File: src/rtl/vram_arbiter.sv
// vram_arbiter: shares the single-port vram between display scan-out, cpu and a clear engine.
// Optional feature macro VRAM_XOR_EN: cpu XOR writes become a locked read-modify-write with collision flag.
module vram_arbiter #(
  parameter int HW           = 7,
  parameter int VW           = 6,
  parameter int STARVE_LIMIT = 4
) (
  input  logic          clk,
  input  logic          reset,
  input  logic          disp_req,
  input  logic [HW-1:0] disp_hpos,
  input  logic [VW-1:0] disp_vpos,
  output logic [1:0]    disp_pixel,
  output logic          disp_valid,
  input  logic          cpu_req,
  input  logic          cpu_we,
  input  logic          cpu_xor,
  input  logic [HW-1:0] cpu_hpos,
  input  logic [VW-1:0] cpu_vpos,
  input  logic [1:0]    cpu_pixeli,
  output logic [1:0]    cpu_pixelo,
  output logic          cpu_ack,
  output logic          cpu_collision,
  input  logic          clr_start,
  input  logic [1:0]    clr_value,
  output logic          clr_busy,
  output logic [HW-1:0] vram_hpos,
  output logic [VW-1:0] vram_vpos,
  output logic          vram_we,
  output logic [1:0]    vram_pixeli,
  input  logic [1:0]    vram_pixelo
);
  localparam int AW = HW + VW;
  localparam int SW = $clog2(STARVE_LIMIT + 1);

  typedef enum logic {CLR_IDLE, CLR_RUN} clr_state_e;

  clr_state_e    clr_state_q, clr_state_d;
  logic [AW-1:0] clr_cnt_q, clr_cnt_d;
  logic [1:0]    clr_val_q, clr_val_d;
  logic [SW-1:0] starve_q, starve_d;
  logic [HW-1:0] hpos_q;
  logic [VW-1:0] vpos_q;
  logic          disp_vld_q, disp_vld_d;
  logic          ack_q, ack_d;
  logic          rd_q, rd_d;

  logic          lock, cpu_rmw, coll;
  logic [1:0]    lock_wdata, old_pix;
  logic          cpu_act, starved;
  logic          g_lock, g_cpu, g_disp, g_clr;

  // The ack cycle masks cpu_req so a still-held request is not taken as a new one.
  assign cpu_act = cpu_req & ~ack_q & ~lock & ~reset;
  assign starved = starve_q == SW'(STARVE_LIMIT);
  assign g_lock  = lock & ~reset;
  assign g_cpu   = cpu_act & (starved | ~disp_req);
  assign g_disp  = disp_req & ~lock & ~reset & ~(cpu_act & starved);
  assign g_clr   = (clr_state_q == CLR_RUN) & ~lock & ~reset & ~disp_req & ~cpu_act;

`ifdef VRAM_XOR_EN
  typedef enum logic {XOR_IDLE, XOR_WR} xor_state_e;

  xor_state_e xor_state_q, xor_state_d;
  logic [1:0] xor_dat_q, xor_dat_d;
  logic [1:0] old_q, old_d;
  logic       coll_q, coll_d;

  assign lock       = xor_state_q == XOR_WR;
  assign cpu_rmw    = cpu_we & cpu_xor;
  assign lock_wdata = vram_pixelo ^ xor_dat_q;
  assign old_pix    = old_q;
  assign coll       = coll_q;

  // XOR write: read in the grant cycle, write back the XOR in the locked cycle, keep the old pixel for the ack.
  always_comb begin
    xor_state_d = (g_cpu & cpu_rmw) ? XOR_WR : XOR_IDLE;
    xor_dat_d   = g_cpu ? cpu_pixeli : xor_dat_q;
    old_d       = g_lock ? vram_pixelo : 2'b00;
    coll_d      = g_lock & |(vram_pixelo & xor_dat_q);
  end

  // XOR phase state register.
  always_ff @(posedge clk) begin
    if (reset) begin
      xor_state_q <= XOR_IDLE;
      xor_dat_q   <= 2'b00;
      old_q       <= 2'b00;
      coll_q      <= 1'b0;
    end else begin
      xor_state_q <= xor_state_d;
      xor_dat_q   <= xor_dat_d;
      old_q       <= old_d;
      coll_q      <= coll_d;
    end
  end
`else
  logic xor_unused;

  assign lock       = 1'b0;
  assign cpu_rmw    = 1'b0;
  assign lock_wdata = 2'b00;
  assign old_pix    = 2'b00;
  assign coll       = 1'b0;
  assign xor_unused = cpu_xor;
`endif

  // vram port mux from the winner; with no winner the address holds its last value.
  always_comb begin
    vram_hpos   = g_cpu ? cpu_hpos : g_disp ? disp_hpos : g_clr ? clr_cnt_q[HW-1:0] : hpos_q;
    vram_vpos   = g_cpu ? cpu_vpos : g_disp ? disp_vpos : g_clr ? clr_cnt_q[AW-1:HW] : vpos_q;
    vram_we     = g_lock | (g_cpu & cpu_we & ~cpu_rmw) | g_clr;
    vram_pixeli = g_lock ? lock_wdata : g_cpu ? cpu_pixeli : g_clr ? clr_val_q : 2'b00;
  end

  // Next state: clear FSM, starve counter and the one-cycle response flags.
  always_comb begin
    clr_state_d = clr_state_q;
    clr_cnt_d   = clr_cnt_q;
    clr_val_d   = clr_val_q;
    if (clr_state_q == CLR_IDLE) begin
      if (clr_start) begin
        clr_state_d = CLR_RUN;
        clr_cnt_d   = '0;
        clr_val_d   = clr_value;
      end
    end else if (g_clr) begin
      clr_cnt_d   = clr_cnt_q + AW'(1);
      clr_state_d = (&clr_cnt_q) ? CLR_IDLE : CLR_RUN;
    end
    starve_d   = (~cpu_req | g_cpu) ? '0 : (cpu_act & g_disp & ~starved) ? starve_q + SW'(1) : starve_q;
    disp_vld_d = g_disp;
    ack_d      = (g_cpu & ~cpu_rmw) | g_lock;
    rd_d       = g_cpu & ~cpu_we;
  end

  // State registers.
  always_ff @(posedge clk) begin
    if (reset) begin
      clr_state_q <= CLR_IDLE;
      clr_cnt_q   <= '0;
      clr_val_q   <= 2'b00;
      starve_q    <= '0;
      hpos_q      <= '0;
      vpos_q      <= '0;
      disp_vld_q  <= 1'b0;
      ack_q       <= 1'b0;
      rd_q        <= 1'b0;
    end else begin
      clr_state_q <= clr_state_d;
      clr_cnt_q   <= clr_cnt_d;
      clr_val_q   <= clr_val_d;
      starve_q    <= starve_d;
      hpos_q      <= vram_hpos;
      vpos_q      <= vram_vpos;
      disp_vld_q  <= disp_vld_d;
      ack_q       <= ack_d;
      rd_q        <= rd_d;
    end
  end

  assign disp_valid    = disp_vld_q & ~reset;
  assign disp_pixel    = disp_valid ? vram_pixelo : 2'b00;
  assign cpu_ack       = ack_q & ~reset;
  assign cpu_pixelo    = cpu_ack ? (rd_q ? vram_pixelo : old_pix) : 2'b00;
  assign cpu_collision = cpu_ack & coll;
  assign clr_busy      = clr_state_q == CLR_RUN;
endmodule

File: config.mk
export PLATFORM = sky130hd
export DESIGN_NAME = vram_arbiter
export DESIGN_NICKNAME = d
export VERILOG_FILES = /design/src/rtl/vram_arbiter.sv
export SDC_FILE = /design/constraint.sdc
export NUM_CORES = 1
export LEC_CHECK = 0
export BUFFER_PORTS_ARGS = -buffer_cell sky130_fd_sc_hd__buf_4
export CORE_UTILIZATION = 45
export CTS_BUF_LIST = sky130_fd_sc_hd__clkbuf_4 sky130_fd_sc_hd__clkbuf_8 sky130_fd_sc_hd__clkbuf_16
export CTS_CLUSTER_SIZE = 40
export DETAILED_ROUTE_END_ITERATION = 10
export PLACE_DENSITY = 0.77
export SETUP_SLACK_MARGIN = 0.3
export SLEW_MARGIN = 40
export SYNTH_ARGS = -nofsm -noshare
export SYNTH_HDL_FRONTEND = slang
export SYNTH_SLANG_ARGS = --single-unit
File: constraint.sdc
create_clock -name clk -period 3.82 [get_ports clk]
set_input_delay 0.382 -clock clk [delete_from_list [all_inputs] [get_ports clk]]
set_output_delay 0.382 -clock clk [all_outputs]
set_load 0.005 [all_outputs]
## After elaboration in Yosys (flattened, before gate mapping)

Index checks and enable logic that the tools add are counted.

- Add/sub/neg operators: 2
- Equal/unequal tests: 2
- Muxes and demuxes: 18
- Bitwise gates (word level): 27
- Reduce and logical (&&, ||, !) cells: 5

Operators with widths:

| operator | count |
|---|---|
| 13-bit two-way mux | 3 |
| 7-bit two-way mux | 3 |
| 6-bit two-way mux | 3 |
| 1-bit bitwise AND | 15 |
| 13-bit by 1-bit adder with 13-bit output (second input constant) | 1 |
| 13-bit AND reduction | 1 |
| 2-bit two-way mux | 5 |
| 1-bit inverter | 9 |
| 1-bit two-way mux | 4 |
| 2-bit AND reduction | 2 |
| 3-bit by 1-bit adder with 3-bit output (second input constant) | 1 |
| 3-bit == test (second input constant) | 1 |
| 1-bit OR | 3 |
| 2-bit by 1-bit inequality test with 1-bit output (second input constant) | 1 |
| 2-bit nonzero test | 1 |
| 2-bit OR reduction | 1 |

- Register bits after elaboration: 35
- Bits of input ports: 39
- Output and inout port bits: 24

## Depth between registers and ports, before layout

- Depth after elaboration: 8
- Depth in mapped cells: 8
- Gate-level depth less buffers: 7

## Least setup slack after synthesis

OpenSTA, ideal clock, no wires.

- Path kind: input -> output
- From: input reset
- To: output vram_hpos[3]
- Data arrival time: 1.540 ns
- Data required time: 3.438 ns
- Setup slack: 1.898 ns
- Stages on the path: 6
- Buffers on the path: 2
- Cells stage by stage: buf_6 -> nor3b_4 -> nand2_1 -> clkbuf_1 -> a211oi_1 -> o31ai_1

- Word-level cells in the longest chain between the ends: 7

RTL lines:

| what | line | source |
|---|---|---|
| start: declaration | 9 | `input logic reset,` |
| 1-bit inverter (*) | 54, 58, 59 |  |
| 1-bit bitwise AND (on tied branches) | 59, 54 |  |
| 1-bit bitwise AND (tied with other cells) | 59 | `assign g_clr = (clr_state_q == CLR_RUN) & ~lock & ~reset & ~disp_req & ~cpu_act;` |
| 1-bit bitwise AND or 1-bit inverter (tied branches) | 59, 58 |  |
| 7-bit two-way mux or 1-bit bitwise AND (tied branches) | 110, 58 |  |
| 7-bit two-way mux | 110 | `vram_hpos = g_cpu ? cpu_hpos : g_disp ? disp_hpos : g_clr ? clr_cnt_q[HW-1:0] : hpos_q;` |
| 7-bit two-way mux (*) | 110 |  |
| end: declaration | 27 | `output logic [HW-1:0] vram_hpos,` |

Mark *: on every way between the ends. The rest lies on a longest branch, timed or not.

## Worst setup path after layout

- From: register ack_q
- To: output vram_hpos[3]

- Word-level cells in the longest chain between the ends: 8

RTL lines:

| what | line | source |
|---|---|---|
| start: declaration | 45 | `logic ack_q, ack_d;` |
| start signal: assignment | 157 | `ack_q <= ack_d;` |
| 1-bit inverter (*) | 54 | `assign cpu_act = cpu_req & ~ack_q & ~lock & ~reset;` |
| 1-bit bitwise AND (*) (2 in a row) | 54 |  |
| 1-bit inverter or 1-bit bitwise AND (tied branches) | 59, 58 |  |
| 1-bit bitwise AND or 1-bit inverter (tied branches) | 59, 58 |  |
| 7-bit two-way mux or 1-bit bitwise AND (tied branches) | 110, 58 |  |
| 7-bit two-way mux | 110 |  |
| 7-bit two-way mux (*) | 110 |  |

Marked as above.

==> flow_summary.yaml <==
status:
  status: "finished clean"
power:
  fin_total_pwr_uw: 838
  power_density_nw_per_um2: 337
  p_leak_nw: 1.03
  vdd_drop_max_uv: 277
yosys:
  ys_async_sr_fraction_pct: 0
  ys_seq_area_share_pct: 36.3
  yosysTopAreaCellShare_pct: 36.3
  synth_cell_types: 41
  synth_commonest_cells: "35 x dfxtp_1, 24 x nand2_1, 22 x nor2_1"
  yosysMostFrequentCell: "dfxtp_1"
  synth_area_per_cell_um2: 8.19
  netlist_instances: 236
  netlist_area_um2: 1930
  synthesis.nets: 278
  yosys-top-cells-area: "dfxtp_1 36%, o31ai_1 7.8%, o41ai_1 5.9%, a211oi_1 5.1%, and3_1 4.9%"
  synth_edf_count: 0
  ys_warn_count: 0
  synth_top_area_cell: "dfxtp_1"
  synth_seq_cells: 35
  ys.flop_type: "dfxtp_1"
hold_path:
  hold_class: "in2reg"
clocking:
  cts_setup_buffers: 0
  numCtsBuffers: 5
  cts_max_path_buffers: 2
  cts_tree: "done"
  worstSkewPairLatency_ns: 0.28
  cts.sinks: 35
  ctsResizeCount: 0
  root_buffer: "clkbuf_8"
  h-tree-depth: 2
  hold_buffers: 0
  path_clk_slew_ns: 0.07
sta:
  fin_skew_ns: 0.00429
  post-route-min-period_ns: 2.87
  tightest_slew_ns: 0.653
  post-route-period-util_pct: 75.2
  max-slew-margin-rel_pct: 56.5
  setup_violations: 0
  slew_violations: 0
  hold_viol: 0
  whs_ns: 0.260
  rsz0062_at_grt: "false"
  finalSetupTns_ns: 0
  fmax_mhz: 348
die:
  die_h_um: 67.5
  num_rows: 23
  die_area_um2: 4560
  ios: 63
  initial_core_util_pct: 47.6
  placeableCoreArea_um2: 4060
  die_w_um: 67.5
final_layout:
  seq_area_um2: 701
  nets: 331
  drive_above_1_share_pct: 26.2
  fin_area_um2: 2490
  stdcell_count: 340
  area_growth_pct: 28.8
  diodes: 0
  multi_input_area_um2: 1140
  n_fill_cell: 367
route:
  vias: 1928
  via_per_inst: 5.67
  drt_first_pass_iters: 4
  routedWlPerCell_um: 13.8
  finalWirelength_mm: 4.68
  ant_nets: 0
  drtIter0Drc: 107
  drcViolationCount: 0
setup_path:
  r2r_slack_ns: 1.63
  cp.arrival_ns: 2.49
  cp-end-kind: "primary output"
  crit_chain: "nand2b_1, nand2_1, a211oi_1, o31ai_1, buf_4"
  max_stage_delay_ns: 0.54
  path_class: "reg2out"
  start_kind: "flip-flop"
  crit_path_top_delay_cell: "dfxtp_1"
  cp_max_fo: 15
  required_ns: 3.44
placed_design:
  dpl_cell_area_um2: 2380
  dpl.cell_count: 332
  dp_hpwl_mm: 3.31
  io_buffers: 60
  gp_congestion: 0.781
grt:
  grt_pass1_vias: 1583
  grt-ovfl-total: 0
  groute.usage.overall_pct: 21.6
  antenna_found_initial: 0
  grt_pass1_wl_mm: 7.29
  grt_max_degree: 35
job:
  maxCapViolations: 0
cell families (layout without fill, tap and decap cells):
kind of cell / Yosys count / in the layout / share of synthesized area [%]
muxes: 1 / 1 / 0.518
xor gates and xnor gates: 2 / 2 / 0.907
DFF: 35 / 35 / 36.3
adders and majority gates: 3 / 3 / 1.94
AOI/OAI and AO/OA: 70 / 70 / 26.1
and+or+nand+nor: 104 / 104 / 29.1
buffers and inverters: 20 / 74 / 4.99
other: 1 / 1 / 0.194
final timing paths:
path           startpoint            to  cells past startpoint
max                 ack_q  vram_hpos[3]                      5
min                cpu_we          rd_q                      2
min reg2reg  clr_val_q[0]  clr_val_q[0]                      2
max reg2reg         ack_q     hpos_q[3]                      4
stage by stage:
stage | utilization [%] | setup WS (ns)
2_1_floorplan | - | 1.90
3_3_place_gp | 58.8 | 1.15
3_5_place_dp | 58.8 | 1.17
4_1_cts | 61.3 | 1.00
5_1_grt | 61.3 | 0.737
6_report | 61.3 | 0.948
cell usage in the layout, fill, tap and decap left out, types with 3 or more instances in the layout:
| cell type | Yosys | layout |
|---|---|---|
| a211oi_1 | 13 | 13 |
| a21oi_1 | 15 | 15 |
| and3_1 | 15 | 15 |
| buf_4 | 1 | 62 |
| clkbuf_8 | 0 | 7 |
| dfxtp_1 | 35 | 35 |
| ha_1 | 3 | 3 |
| inv_1 | 4 | 4 |
| nand2_1 | 24 | 24 |
| nand2b_1 | 4 | 4 |
| nand3_1 | 8 | 8 |
| nand4_1 | 4 | 4 |
| nor2_1 | 22 | 22 |
| nor2b_1 | 5 | 5 |
| nor3_1 | 4 | 4 |
| o21ai_0 | 3 | 3 |
| o31ai_1 | 20 | 20 |
| o41ai_1 | 13 | 13 |
| or4_1 | 7 | 7 |
state kept, by name (all words and copies together), names as in the netlist:
name and cells:
clr_cnt_q 13, vpos_q 6, disp_vld_q 1, clr_busy 1, clr_val_q 2, rd_q 1, ack_q 1, starve_q 3
hpos_q 7
critical path, delay by kind of cell, from the launching register on:
kind                   cells  cell delay (ns)
AOI/OAI and AO/OA          2             0.62
buffers and inverters      1             0.15
DFF                        1             0.54
and+or+nand+nor            2             0.90
metal layers:
layer / GRT usage [%] / vias to the layer above / routed length, um
met5: 0 / - / 0
met4: 7.98 / 0 / 64
met3: 5.24 / 7 / 261
met2: 34.0 / 52 / 2080
met1: 28.3 / 876 / 2280
li1: - / 993 / -
cell type report:
type	instances	area share, %
Tap cell	50	2.51
Multi-Input combinational cell	181	45.9
Inverter	4	0.603
Clock buffer	8	4.17
Timing Repair Buffer	62	18.7
Sequential cell	35	28.2
where the power goes:
| group | leakage, nW | internal [mW] | total, mW | switching, mW |
|---|---|---|---|---|
| Clock | 0.0549 | 0.172 | 0.300 | 0.128 |
| Sequential | 0.286 | 0.382 | 0.388 | 0.00694 |
| Combinational | 0.689 | 0.0790 | 0.150 | 0.0707 |
| Total | 1.03 | 0.632 | 0.838 | 0.206 |
(Power assumes the default switching activity.)
